===== src/rtl/gf2m_reduce_seq.sv =====
// Multi-cycle reduction of a GF(2)[x] product modulo x^M + x^K3 + x^K2 + x^K1 + 1, folding FOLD bits per cycle.
// Optional squaring input path (port in_sqr) is enabled by defining GF_RED_SQR_EN.
module gf2m_reduce_seq #(
    parameter int M    = 163,
    parameter int IN_W = 325,
    parameter int K1   = 3,
    parameter int K2   = 6,
    parameter int K3   = 7,
    parameter int FOLD = 41
) (
    input  logic            clk,
    input  logic            rst_n,
    input  logic            in_valid,
    output logic            in_ready,
    input  logic [IN_W-1:0] in_data,
`ifdef GF_RED_SQR_EN
    input  logic            in_sqr,
`endif
    output logic            out_valid,
    input  logic            out_ready,
    output logic [M-1:0]    out_data,
    output logic            busy
);

    localparam int E     = IN_W - M;
    localparam int NCYC  = (E + FOLD - 1) / FOLD;
    localparam int CNT_W = (NCYC > 1) ? $clog2(NCYC) : 1;
    localparam logic [CNT_W-1:0] CNT_LAST = CNT_W'(NCYC - 1);

    if (!(IN_W > M && IN_W <= 2*M - 1)) begin : g_bad_in_w
        $error("gf2m_reduce_seq: IN_W must satisfy M < IN_W <= 2M-1");
    end
    if (!(K1 > 0 && K1 < K2 && K2 < K3 && K3 < M)) begin : g_bad_taps
        $error("gf2m_reduce_seq: taps must satisfy 0 < K1 < K2 < K3 < M");
    end
    if (!(FOLD >= 1 && FOLD <= M - K3)) begin : g_bad_fold
        $error("gf2m_reduce_seq: FOLD must satisfy 1 <= FOLD <= M-K3");
    end

    typedef enum logic [1:0] {
        ST_IDLE = 2'd0,
        ST_FOLD = 2'd1,
        ST_DONE = 2'd2
    } state_t;

    state_t            state_q, state_d;
    logic [IN_W-1:0]   acc_q, acc_d;
    logic [CNT_W-1:0]  cnt_q, cnt_d;
    logic [M-1:0]      out_data_q, out_data_d;
    logic [IN_W-1:0]   load_val;
    logic [IN_W-1:0]   fold_sel;
    logic [IN_W-1:0]   fold_res [NCYC];

`ifdef GF_RED_SQR_EN
    if (IN_W != 2*M - 1) begin : g_bad_sqr_w
        $error("gf2m_reduce_seq: squaring path requires IN_W == 2M-1");
    end

    // Squaring in GF(2)[x] is a pure bit spread: cross terms cancel in pairs.
    logic [IN_W-1:0] spread;
    for (genvar gi = 0; gi < M; gi++) begin : g_spread_even
        assign spread[2*gi] = in_data[gi];
    end
    for (genvar gi = 0; gi < M - 1; gi++) begin : g_spread_odd
        assign spread[2*gi+1] = 1'b0;
    end
    assign load_val = in_sqr ? spread : in_data;
`else
    assign load_val = in_data;
`endif

    // One fold network per chunk; chunk gi is the one handled when cnt == gi.
    // Every target of a chunk lands strictly below its lowest bit, so a single pass is exact.
    for (genvar gi = 0; gi < NCYC; gi++) begin : g_chunk
        localparam int LO = M + FOLD * (NCYC - 1 - gi);
        localparam int HI = (LO + FOLD - 1 > IN_W - 1) ? (IN_W - 1) : (LO + FOLD - 1);
        localparam int W  = HI - LO + 1;
        localparam int SH = LO - M;
        localparam logic [IN_W-1:0] ONES_W = {{(IN_W-W){1'b0}}, {W{1'b1}}};

        logic [IN_W-1:0] chunk;
        logic [IN_W-1:0] cleared;

        assign chunk   = {{(IN_W-W){1'b0}}, acc_q[HI:LO]};
        assign cleared = acc_q & ~(ONES_W << LO);
        assign fold_res[gi] = cleared
                            ^ (chunk << SH)
                            ^ (chunk << (SH + K1))
                            ^ (chunk << (SH + K2))
                            ^ (chunk << (SH + K3));
    end

    assign fold_sel = fold_res[cnt_q];

    always_comb begin
        state_d    = state_q;
        acc_d      = acc_q;
        cnt_d      = cnt_q;
        out_data_d = out_data_q;
        case (state_q)
            ST_IDLE: begin
                if (in_valid) begin
                    acc_d   = load_val;
                    cnt_d   = '0;
                    state_d = ST_FOLD;
                end
            end
            ST_FOLD: begin
                acc_d = fold_sel;
                cnt_d = CNT_W'(cnt_q + 1'b1);
                if (cnt_q == CNT_LAST) begin
                    out_data_d = fold_sel[M-1:0];
                    state_d    = ST_DONE;
                end
            end
            ST_DONE: begin
                if (out_ready) begin
                    state_d = ST_IDLE;
                end
            end
            default: state_d = ST_IDLE;
        endcase
    end

    always_ff @(posedge clk or negedge rst_n) begin
        if (!rst_n) begin
            state_q    <= ST_IDLE;
            acc_q      <= '0;
            cnt_q      <= '0;
            out_data_q <= '0;
        end else begin
            state_q    <= state_d;
            acc_q      <= acc_d;
            cnt_q      <= cnt_d;
            out_data_q <= out_data_d;
        end
    end

    assign in_ready  = (state_q == ST_IDLE);
    assign out_valid = (state_q == ST_DONE);
    assign busy      = (state_q != ST_IDLE);
    assign out_data  = out_data_q;

endmodule


===== config.mk =====
export PLATFORM = sky130hd
export DESIGN_NAME = gf2m_reduce_seq
export DESIGN_NICKNAME = d
export VERILOG_FILES = /design/src/rtl/gf2m_reduce_seq.sv
export SDC_FILE = /design/constraint.sdc
export NUM_CORES = 1
export LEC_CHECK = 0
export ABC_AREA = 1
export CORE_MARGIN = 1
export CORE_UTILIZATION = 55
export DETAILED_ROUTE_END_ITERATION = 16
export GPL_ROUTABILITY_DRIVEN = 0
export HOLD_SLACK_MARGIN = 0.06
export PLACE_DENSITY = 0.79
export SKIP_CTS_REPAIR_TIMING = 1
export SLEW_MARGIN = 10
export SYNTH_ARGS = -nofsm -noshare
export SYNTH_HDL_FRONTEND = slang
export SYNTH_SLANG_ARGS = --single-unit

===== constraint.sdc =====
create_clock -name clk -period 1.7 [get_ports clk]
set_clock_uncertainty 0.05 [all_clocks]
set_input_delay 0.255 -clock clk [delete_from_list [all_inputs] [get_ports clk]]
set_output_delay 0.255 -clock clk [all_outputs]
set_load 0.02 [all_outputs]

==> impl_metrics.csv <==
group,metric,value,unit
cells_and_area,fraction_of_layout_instances_using_a_drive_strength_above_1,6.52,%
timing,unrepaired_setup_endpoints_after_global_routing,"yes",
setup_path,critPathMaxFanout,6,
min_path,min_path_type,"in -> reg",
floorplanning,design.die.area,55600,um2
drt,detail_route.iter0.violations,3598,
synth,synth-seq-area-share,40.9,%
setup_path,slowest_delay,0.48,ns
synth,dominantRegCellSynth,"sky130_fd_sc_hd__dfrtp_1",
timing,final.min_clock_period,1.97,ns
setup_path,crit-reg2reg-capture,"acc_q[202]",
cells_and_area,final_core_utilization,73.4,%
setup_path,crit_path_cell_trace,"nor2_4 -> buf_4 -> buf_4",
drt,postRouteAntennaNets,0,
clocking,cts_tree,"done",
power,vdd_ir_drop_max,1300,uV
synth,syn_avg_cell_area,6.81,um2
timing,setup-tns-final,-0.547,ns
placed_design,hpwl_dp,73.3,mm
drt,route.detailed.wl_per_inst,18.3,um
clocking,h_tree_levels,2,
cells_and_area,fin_nets,5263,
setup_path,rrSetupSlack,0,ns
global_route,globalRouteTotalUtil,35.9,%
min_path,min_delay_worst_endpoint,"state_q[0]",
setup_path,slowest_stage,"sky130_fd_sc_hd__dfrtp_2",
cells_and_area,layout-area-overhead-vs-synth,31.6,%
floorplanning,core-area,53900,um2
setup_path,arrival_time_at_the_worst_endpoint,1.66,ns
clocking,clock_sink_count,492,
clocking,cts-root-to-sink-buffers,3,
synth,asyncSetResetFlopFracSynth,100,%
timing,timing.max_slew.rel_slack,64.9,%
synth,synthesis.yosys.warnings,0,
clocking,clk_transition_reported_paths,0.06,ns
floorplanning,die_width,236,um
placed_design,dpl_worst_slack,-0.0370,ns
synth,yosys-top-cells-count,"sky130_fd_sc_hd__nand2_1 (1626), sky130_fd_sc_hd__nand3_1 (1077), sky130_fd_sc_hd__dfrtp_1 (492), sky130_fd_sc_hd__inv_1 (454), sky130_fd_sc_hd__o21ai_0 (197)",
floorplanning,fp_rows,85,
setup_path,critical_path_class,"reg -> out",
clocking,cts_made_buffers,53,
setup_path,timing.critical_path.to_type,"output pin",
global_route,grt_pass1_vias,30230,
outcome,status,"finished, violations left",
drt,drt_first_pass_iters,6,
clocking,root_buffer,"sky130_fd_sc_hd__clkbuf_16",
clocking,worst_skew_pair.late_latency,0.62,ns
outcome,failed_checks,"negative setup slack",
timing,tightest_pin_transition,0.527,ns
setup_path,worstSetupStartpointType,"register",
drt,per_cell_via_count_in_the_routed_design,5.70,
floorplanning,floorplan.die.height,236,um
synth,netlist.top_cell.by_area,"sky130_fd_sc_hd__dfrtp_1",
timing,fin_ws,-0.269,ns
setup_path,reg2regPathDepth,8,
cells_and_area,fillerInstances,4244,
setup_path,crit-reg2reg-launch,"state_q[0]",
drt,routed_wirelength,104,mm
run,maxCapViolCount,0,
setup_path,cpMostUsedCell,"sky130_fd_sc_hd__buf_4",
floorplanning,initial_core_util,55.8,%
setup_path,cp-startpoint,"state_q[1]",
power,power_density,2170,nW/um2
drt,drt_drc_violations_left,0,
synth,netlist-cell-type-count,34,
synth,postSynthRegisterBits,492,
power,power.leakage,22.2,nW
timing,final_max_slew_viol_count,0,
timing,maxClockFrequency,508,MHz
synth,syn-instance-count,4418,
min_path,critical_hold_path_startpoint,"in_valid",
min_path,worstHoldPathCells,3,
floorplanning,num_io_pins,495,
power,finalPower,0.0859,W
global_route,grt_remaining_overflow,0,
timing,finalCritPeriodShare,116,%
synth,netlist_top_cells_area,"sky130_fd_sc_hd__dfrtp_1 (41%), sky130_fd_sc_hd__nand2_1 (20%), sky130_fd_sc_hd__nand3_1 (18%)",
placed_design,io_buffers,494,
timing,setup_violations,5,
synth,syn-cell-area,30100,um2
synth,synth-edff-count,0,
drt,via_count,32341,
setup_path,cp_data_required_time,1.39,ns
global_route,grt_first_pass_wirelength,160,mm
synth,synthMostInstantiatedCell,"sky130_fd_sc_hd__nand2_1",
timing,final_hold_viol_count,0,
synth,synthesis.nets,4748,
global_route,maximum_number_of_pins_on_one_net_before_global_route_repair,99,
global_route,grt_antenna_before_repair,7,
synth,netlist.area_leader.share,40.9,%
-- worst max-delay path: cells and delay by family, from the launching register on --
kind	cells	cell delay, ns
flops	1	0.48
buf+inv	2	0.30
simple gates	1	0.26
-- stage by stage --
stage	hold WS [ns]	std cells	instance area [um2]
after floorplan	-0.0906	4418	30100
after global placement	0.103	5548	36700
after detailed placement	0.0981	5548	36700
after CTS	-0.562	5643	38500
after global routing	0.0731	5672	39500
final	0.0656	5674	39600
-- registers in the layout, indices dropped and copies added (netlist names) --
register and count:
cnt_q 2, state_q 2, out_data 163, acc_q 325
-- metal layers --
metal / GRT usage (%) / part of all wire [%] / up-vias
li1: - / - / 15225
met1: 47.7 / 40 / 15153
met2: 56.7 / 46 / 1662
met3: 6.75 / 9.3 / 297
met4: 17.6 / 4.7 / 4
met5: 0 / 0.031 / -
-- worst max path at each step --
stage | endpoint | slack [ns] | cells after the start
detailed placement | out_data[54] | -0.04 | 7
CTS | in_ready | -0.71 | 2
global placement | out_data[54] | -0.04 | 7
finish | in_ready | -0.27 | 3
floorplan | busy | 0.04 | 4
global route | in_ready | -0.30 | 3
-- power by group --
group	internal [W]	total [W]	switching (W)
Sequential	0.0173	0.0233	0.00596
Clock	0.00723	0.0123	0.00507
Combinational	0.0195	0.0504	0.0308
Total	0.0441	0.0859	0.0419
-- layout make-up --
type | instances | area (um2) | share of cell area, %
Timing Repair Buffer | 676 | 7660 | 19.4
Antenna cell | 5 | 12.5 | 0.0316
Sequential cell | 492 | 12300 | 31.1
Clock inverter | 12 | 164 | 0.414
Inverter | 462 | 1760 | 4.45
Tap cell | 696 | 871 | 2.20
Multi-Input combinational cell | 3248 | 15100 | 38.2
Clock buffer | 83 | 1650 | 4.18
-- cell families (layout without fill, tap and decap cells) --
kind of cell	after synthesis	count (layout)	share of synthesized area [%]
and+or+nand+nor	2804	2804	39.8
buffers and inverters	678	1233	9.22
DFF	492	492	40.9
AOI/OAI and AO/OA	270	270	4.91
xor gates and xnor gates	171	171	4.98
muxes	2	2	0.0666
adders and majority gates	1	1	0.0416
other	0	5	0
-- cells in the final DEF (no fill, tap or decap), types with 3 or more instances in the layout --
cell type and n:
sky130_fd_sc_hd__clkdlybuf4s50_1 326, sky130_fd_sc_hd__clkbuf_1 11, sky130_fd_sc_hd__nand4_1 22, sky130_fd_sc_hd__dlygate4sd3_1 3, sky130_fd_sc_hd__nand3_2 4, sky130_fd_sc_hd__xnor2_1 31
sky130_fd_sc_hd__buf_6 13, sky130_fd_sc_hd__nand2_2 4, sky130_fd_sc_hd__nand2_4 5, sky130_fd_sc_hd__o211ai_1 11, sky130_fd_sc_hd__inv_1 452, sky130_fd_sc_hd__dlymetal6s2s_1 163
sky130_fd_sc_hd__a21oi_1 14, sky130_fd_sc_hd__nor2_4 3, sky130_fd_sc_hd__buf_8 4, sky130_fd_sc_hd__clkbuf_16 62, sky130_fd_sc_hd__nor2_2 5, sky130_fd_sc_hd__inv_4 3
sky130_fd_sc_hd__nand2_1 1622, sky130_fd_sc_hd__dfrtp_1 489, sky130_fd_sc_hd__o21a_1 9, sky130_fd_sc_hd__buf_12 48, sky130_fd_sc_hd__buf_4 105, sky130_fd_sc_hd__bufinv_16 4
sky130_fd_sc_hd__clkinv_2 7, sky130_fd_sc_hd__xor2_1 138, sky130_fd_sc_hd__dfrtp_2 3, sky130_fd_sc_hd__a22oi_1 4, sky130_fd_sc_hd__nor2_1 60, sky130_fd_sc_hd__inv_2 4
sky130_fd_sc_hd__o21ai_0 190, sky130_fd_sc_hd__clkbuf_8 17, sky130_fd_sc_hd__o21ai_2 11, sky130_fd_sc_hd__buf_16 7, sky130_fd_sc_hd__o21ai_1 21, sky130_fd_sc_hd__diode_2 5
sky130_fd_sc_hd__nand3_1 1073
Power figures use the tool's default switching activity.
